File: src/rtl/vpu_sram_rbank_arb.sv
// -----------------------------------------------------------------------------
// vpu_sram_rbank_arb
//   Per-bank read arbiter for the operand SRAM. Several read ports share one
//   SRAM bank. A port is granted round-robin and keeps the grant for a whole
//   burst, up to and including the beat flagged rlast. Each fired beat becomes
//   a registered read of the bank. The returned data is steered back to the
//   port that issued the read, so reads in flight still drain to the correct
//   port after ownership moves on.
//
// Ports
//   clk, rst_n    clock and asynchronous active-low reset
//   req_i         per-port request
//   rid_i         per-port target bank (packed, RID_W per port)
//   addr_i        per-port beat address (packed, ADDR_W per port)
//   reb_i         per-port read enable, active-low (0 = read beat)
//   rlast_i       per-port last-beat-of-burst flag
//   ack_o         one-hot grant, registered
//   rdata_o       per-port read data (packed, DATA_W per port), zero unless valid
//   rvalid_o      one-hot read data valid
//   sram_ren_o    bank read enable (registered)
//   sram_addr_o   bank word address (registered, holds between reads)
//   sram_rdata_i  bank read data, valid RD_LAT cycles after sram_ren_o
// -----------------------------------------------------------------------------
module vpu_sram_rbank_arb #(
  parameter int NUM_REQ = 3,
  parameter int BANK_ID = 0,
  parameter int RID_W   = 3,
  parameter int ADDR_W  = 10,
  parameter int DATA_W  = 256,
  parameter int RD_LAT  = 1
) (
  input  logic                        clk,
  input  logic                        rst_n,
  input  logic [NUM_REQ-1:0]          req_i,
  input  logic [NUM_REQ*RID_W-1:0]    rid_i,
  input  logic [NUM_REQ*ADDR_W-1:0]   addr_i,
  input  logic [NUM_REQ-1:0]          reb_i,
  input  logic [NUM_REQ-1:0]          rlast_i,
  output logic [NUM_REQ-1:0]          ack_o,
  output logic [NUM_REQ*DATA_W-1:0]   rdata_o,
  output logic [NUM_REQ-1:0]          rvalid_o,
  output logic                        sram_ren_o,
  output logic [ADDR_W-1:0]           sram_addr_o,
  input  logic [DATA_W-1:0]           sram_rdata_i
);

  localparam int          IDX_W  = (NUM_REQ > 1) ? $clog2(NUM_REQ) : 1;
  localparam int unsigned NREQ_U = NUM_REQ;

  typedef enum logic {
    ST_IDLE,
    ST_BUSY
  } state_t;

  state_t                      r_state;
  state_t                      w_state_nxt;
  logic [IDX_W-1:0]            r_owner;
  logic [IDX_W-1:0]            w_owner_nxt;
  logic [IDX_W-1:0]            r_rr_ptr;
  logic [IDX_W-1:0]            w_rr_nxt;
  logic [NUM_REQ-1:0]          r_ack;
  logic [NUM_REQ-1:0]          w_ack_nxt;
  logic [ADDR_W-1:0]           r_addr;

  // Stage 0 is the cycle sram_ren_o is high; stage RD_LAT is the data-valid cycle.
  logic [RD_LAT:0]             r_pv;
  logic [RD_LAT:0][IDX_W-1:0]  r_pid;

  logic [NUM_REQ-1:0]          w_elig;
  logic                        w_found;
  logic [IDX_W-1:0]            w_pick;
  logic                        w_own_req;
  logic                        w_own_reb;
  logic                        w_own_last;
  logic [ADDR_W-1:0]           w_own_addr;
  logic                        w_fire;
  logic [NUM_REQ-1:0]          w_rv;

  // Eligibility: requesting and targeting this bank.
  always_comb begin
    w_elig = '0;
    for (int unsigned i = 0; i < NREQ_U; i++) begin
      w_elig[i] = req_i[i] && (rid_i[i*RID_W +: RID_W] == RID_W'(BANK_ID));
    end
  end

  // Round-robin search upward from r_rr_ptr, wrapping.
  always_comb begin
    int unsigned idx;
    idx     = 0;
    w_found = 1'b0;
    w_pick  = '0;
    for (int unsigned off = 0; off < NREQ_U; off++) begin
      idx = (32'(r_rr_ptr) + off) % NREQ_U;
      if (!w_found && w_elig[idx]) begin
        w_found = 1'b1;
        w_pick  = IDX_W'(idx);
      end
    end
  end

  // Owner's signals. The owner's rid is not looked at: the lock holds.
  always_comb begin
    w_own_req  = 1'b0;
    w_own_reb  = 1'b1;
    w_own_last = 1'b0;
    w_own_addr = '0;
    for (int unsigned i = 0; i < NREQ_U; i++) begin
      if (r_owner == IDX_W'(i)) begin
        w_own_req  = req_i[i];
        w_own_reb  = reb_i[i];
        w_own_last = rlast_i[i];
        w_own_addr = addr_i[i*ADDR_W +: ADDR_W];
      end
    end
  end

  assign w_fire = (r_state == ST_BUSY) && w_own_req && !w_own_reb;

  // Next-state logic
  always_comb begin
    w_state_nxt = r_state;
    w_owner_nxt = r_owner;
    w_rr_nxt    = r_rr_ptr;
    w_ack_nxt   = r_ack;
    unique case (r_state)
      ST_IDLE: begin
        if (w_found) begin
          w_state_nxt = ST_BUSY;
          w_owner_nxt = w_pick;
          w_ack_nxt   = NUM_REQ'(1) << w_pick;
        end
      end
      ST_BUSY: begin
        if (w_fire && w_own_last) begin
          w_state_nxt = ST_IDLE;
          w_rr_nxt    = (r_owner == IDX_W'(NUM_REQ - 1)) ? '0 : r_owner + IDX_W'(1);
          w_ack_nxt   = '0;
        end
      end
      default: begin
        w_state_nxt = ST_IDLE;
        w_ack_nxt   = '0;
      end
    endcase
  end

  always_ff @(posedge clk or negedge rst_n) begin
    if (!rst_n) begin
      r_state  <= ST_IDLE;
      r_owner  <= '0;
      r_rr_ptr <= '0;
      r_ack    <= '0;
      r_addr   <= '0;
      r_pv     <= '0;
      r_pid    <= '0;
    end else begin
      r_state  <= w_state_nxt;
      r_owner  <= w_owner_nxt;
      r_rr_ptr <= w_rr_nxt;
      r_ack    <= w_ack_nxt;
      if (w_fire) begin
        r_addr <= w_own_addr;
      end
      r_pv  <= {r_pv[RD_LAT-1:0], w_fire};
      r_pid <= {r_pid[RD_LAT-1:0], r_owner};
    end
  end

  // Return routing: drains independently of the current owner.
  always_comb begin
    w_rv    = '0;
    rdata_o = '0;
    for (int unsigned i = 0; i < NREQ_U; i++) begin
      w_rv[i] = r_pv[RD_LAT] && (r_pid[RD_LAT] == IDX_W'(i));
      rdata_o[i*DATA_W +: DATA_W] = w_rv[i] ? sram_rdata_i : '0;
    end
  end

  assign rvalid_o    = w_rv;
  assign ack_o       = r_ack;
  assign sram_ren_o  = r_pv[0];
  assign sram_addr_o = r_addr;

  a_ack_onehot0: assert property (@(posedge clk) disable iff (!rst_n) $onehot0(ack_o));
  a_rvalid_onehot0: assert property (@(posedge clk) disable iff (!rst_n) $onehot0(rvalid_o));
  a_ren_after_fire: assert property (@(posedge clk) disable iff (!rst_n)
                                     sram_ren_o |-> $past(w_fire));
  // Owner dropping req before its rlast beat leaves the bank locked.
  a_owner_holds_req: assert property (@(posedge clk) disable iff (!rst_n)
                                      (r_state == ST_BUSY) |-> w_own_req);

endmodule

File: config.mk
export PLATFORM = sky130hd
export DESIGN_NAME = vpu_sram_rbank_arb
export DESIGN_NICKNAME = d
export VERILOG_FILES = /design/src/rtl/vpu_sram_rbank_arb.sv
export SDC_FILE = /design/constraint.sdc
export NUM_CORES = 1
export LEC_CHECK = 0
export CAP_MARGIN = 20
export CORE_AREA = 3 3 418 420
export CTS_BUF_LIST = sky130_fd_sc_hd__clkbuf_8
export DETAILED_ROUTE_END_ITERATION = 6
export DIE_AREA = 0 0 421 423
export PLACE_DENSITY = 0.3
export SYNTH_ARGS = -nofsm -noshare
export SYNTH_HDL_FRONTEND = slang
export SYNTH_SLANG_ARGS = --single-unit
File: constraint.sdc
create_clock -name clk -period 5.5 [get_ports clk]
set_input_delay 0.55 -clock clk [delete_from_list [all_inputs] [get_ports clk]]
set_output_delay 0.55 -clock clk [all_outputs]
set_load 0.01 [all_outputs]
==> out/results.ini <==
[clock_network]
clock-sinks=24
holdBufCountCts=0
clkTransAtPathRegs_ns=0.09
clk_latency_ns=0.29
tritoncts=built
postCtsSetupBuffers=0
cts_root_buffer=clkbuf_8
cts.repair.resized=0
cts_buffer_depth=2
cts_made_buffers=3
cts-htree-levels=1

[min_path]
whs_path_depth=0
hold_class=register to register

[sta]
tns_ns=0
slew_viol_final=0
rsz0062_at_grt=false
final_hold_viol_count=0
post-route-period-util_pct=61.8
final.setup_skew_ns=0.0140
tightest_slew_ns=0.864
finalSetupViolations=0
maxSlewHeadroom_pct=42.4
fin_crit_ns=3.40
fmaxAchievable_mhz=294

[synthesis]
synth_xor_area_share_pct=0
synth_cells=1005
ys_ff_latch=24
synth-warning-count=0
synth_area_sq_mm=0.00656
synth_top_family_by_area=simple AND/OR/NAND/NOR gates
ys_types=40
synth_fa_ha_area_share_pct=0.573
synthMuxAreaShare_pct=1.68
synth_compound_area_share_pct=5.06
synth.avg_cell_area_sq_um=6.52
synth_nets=1314
yosys.area_share.simple_pct=77.3
ys_seq_area_share_pct=9.16

[critical_path]
crit_type=register to output pin
cp-end-kind=output pin
start_kind=register
critical_path.max_stage_delay_ns=0.71
required_ns=4.95
worst-path-max-fanout=119
path_cells=and3b_4 -> buf_12 -> and2_1 -> clkdlybuf4s50_1
critical_path.slowest_cell=and3b_4
reg2regPathDepth=5
arrival_ns=2.85

[global_route]
grt_overflow=0
grt_pass1_vias=11000
met3_usage_pct=2.59
grt.busiest_layer=met2
grt_pass1_wl_um=138000
grt_usage_pct=12.0
antenna_found_initial=109
use_met1_pct=14.3
grt_max_degree=160
met2_usage_pct=22.6

[placed_design]
place.port_buffers=1090
hpwl_um=102000
dpl.cell_count=4318
place_area_sq_mm=0.0201
gp_congestion=0.868

[cells_and_area]
nNetsFinal=2322
multiInputGateArea_sq_mm=0.00556
register_area_sq_um=601
synthToLayoutAreaGrowth_pct=210
post_layout_nonfiller_instances=4370
finalInstanceArea_sq_mm=0.0203
n_fill_cell=19900
layout-drive-gt1-share_pct=1.24

[floorplanning]
io-pin-count=1091
start_util_pct=3.83
die_w_um=421
fp.dieH_um=423
dieArea_sq_mm=0.178
core_sq_mm=0.171
rows=152

[drt]
route.detailed.drc=0
dr_total_vias=11200
drtPass1Iterations=5
drtAntennaViolNets=0
vias_per_cell=2.56
wirelength_um=113000
wl_per_cell_um=25.9
drtIter0Drc=512

[run]
maxCapViolations=0

[pwr]
p_leak_nw=6.82
power_density_mw_per_mm2=236
vdd_drop_max_mv=0.161

[run_status]
outcome=finished, final reports clean

## per-stage QoR
| stage | hold slack [ns] | total power [mW] | worst slack [ns] | utilization (%) |
|---|---|---|---|---|
| 3_5_place_dp | 0.336 | 4.75 | 2.27 | 11.8 |
| 3_3_place_gp | 0.338 | 4.80 | 2.25 | 11.8 |
| 4_1_cts | 0.358 | 4.94 | 1.93 | 11.8 |
| 6_report | 0.356 | 4.80 | 2.10 | 11.9 |
| 2_1_floorplan | 0.254 | 1.91 | 3.45 | - |
| 5_1_grt | 0.382 | 5.12 | 1.84 | 11.8 |
## cell usage after synthesis
cell type | count | share of area, %
buf_2 | 3 | 0.23
mux2i_1 | 11 | 1.7
dfrtp_1 | 24 | 9.2
nor3_4 | 1 | 0.25
inv_1 | 7 | 0.40
and2_1 | 770 | 73
or4b_1 | 3 | 0.46
o221ai_4 | 1 | 0.40
and3b_1 | 2 | 0.27
ha_1 | 3 | 0.57
a31oi_1 | 1 | 0.095
nand2b_1 | 3 | 0.29
o21ai_1 | 2 | 0.15
nor2b_1 | 1 | 0.095
a32oi_1 | 1 | 0.13
or2_2 | 1 | 0.095
o32a_1 | 3 | 0.46
clkbuf_1 | 90 | 5.2
buf_4 | 1 | 0.11
nand3_1 | 1 | 0.076
a21oi_1 | 14 | 1.1
clkbuf_2 | 1 | 0.076
nand3b_1 | 1 | 0.11
o31ai_1 | 3 | 0.34
nand4b_1 | 1 | 0.13
nor2_1 | 15 | 0.86
nor3_2 | 1 | 0.15
nor3_1 | 2 | 0.15
nand4_1 | 1 | 0.095
o22ai_2 | 2 | 0.38
a22oi_1 | 3 | 0.34
o31a_4 | 1 | 0.27
buf_1 | 1 | 0.057
buf_6 | 1 | 0.17
a211oi_1 | 1 | 0.11
o21ai_0 | 13 | 0.99
o41a_1 | 1 | 0.17
nand2_1 | 12 | 0.69
a21oi_2 | 1 | 0.13
nor3b_1 | 1 | 0.11
## flip-flops by register name, indices dropped and copies added (netlist names)
| name | flops |
|---|---|
| r_pid | 4 |
| r_owner | 2 |
| r_state | 1 |
| r_pv | 2 |
| sram_addr_o | 10 |
| ack_o | 3 |
| r_rr_ptr | 2 |
## metal layers
metal,vias to the layer above,wire length [um]
met2,669,59200
met5,-,55
met3,72,8130
met1,5313,44900
met4,8,913
li1,5130,-
## logic make-up (layout without fill, tap and decap cells)
kind of cell,count (synthesis),after routing
AO/OA/AOI/OAI,47,47
AND/OR/NAND/NOR,816,816
flip-flops,24,24
other,0,48
multiplexers,11,11
adder cells (fa/ha/maj),3,3
buffers and inverters,104,1111
## area by class of cell
cell class	instances	area share [%]
repair buffers	1100	54.4
multi-input cells	877	27.4
well taps	2310	14.2
flip-flops and latches	24	2.95
diodes	48	0.591
clock buffers	3	0.203
clock inverters	1	0.148
inverters	7	0.129
## final timing paths
kind	startpoint	endpoint	slack, ns
max in group asynchronous	rst_n	r_pid[0]	4.60
worst max register to register	r_owner[1]	sram_addr_o[3]	3.27
worst min-delay path	r_pid[0]	r_pid[2]	0.36
worst min register to register	r_pid[0]	r_pid[2]	0.36
min in group asynchronous	rst_n	sram_addr_o[0]	0.62
worst max-delay path	r_pid[2]	rdata_o[700]	2.10
## cell usage in the layout (no fill, tap or decap), drive strengths merged, types with 4 or more instances in the layout
cell           Yosys  routed
nand2             12      12
nor2              15      15
inv                7       7
buf                6      10
diode              0      48
nor3               4       4
clkdlybuf4s50      0    1090
o21ai             15      15
dfrtp             24      24
mux2i             11      11
a21oi             15      15
and2             770     770
## worst max-delay path: cells and delay by family, from the launching register on
kind                   cells  cell delay [ns]
DFF                        1             0.41
and+or+nand+nor            2             0.93
buffers and inverters      2             1.04
## where the power goes
part | switching [mW] | leakage, nW | internal, mW
clock | 0.0671 | 0.0360 | 0.0976
sequential | 0.0733 | 0.298 | 0.254
combinational | 2.15 | 6.49 | 2.15
Note: power is estimated with default switching activity, not from simulation.
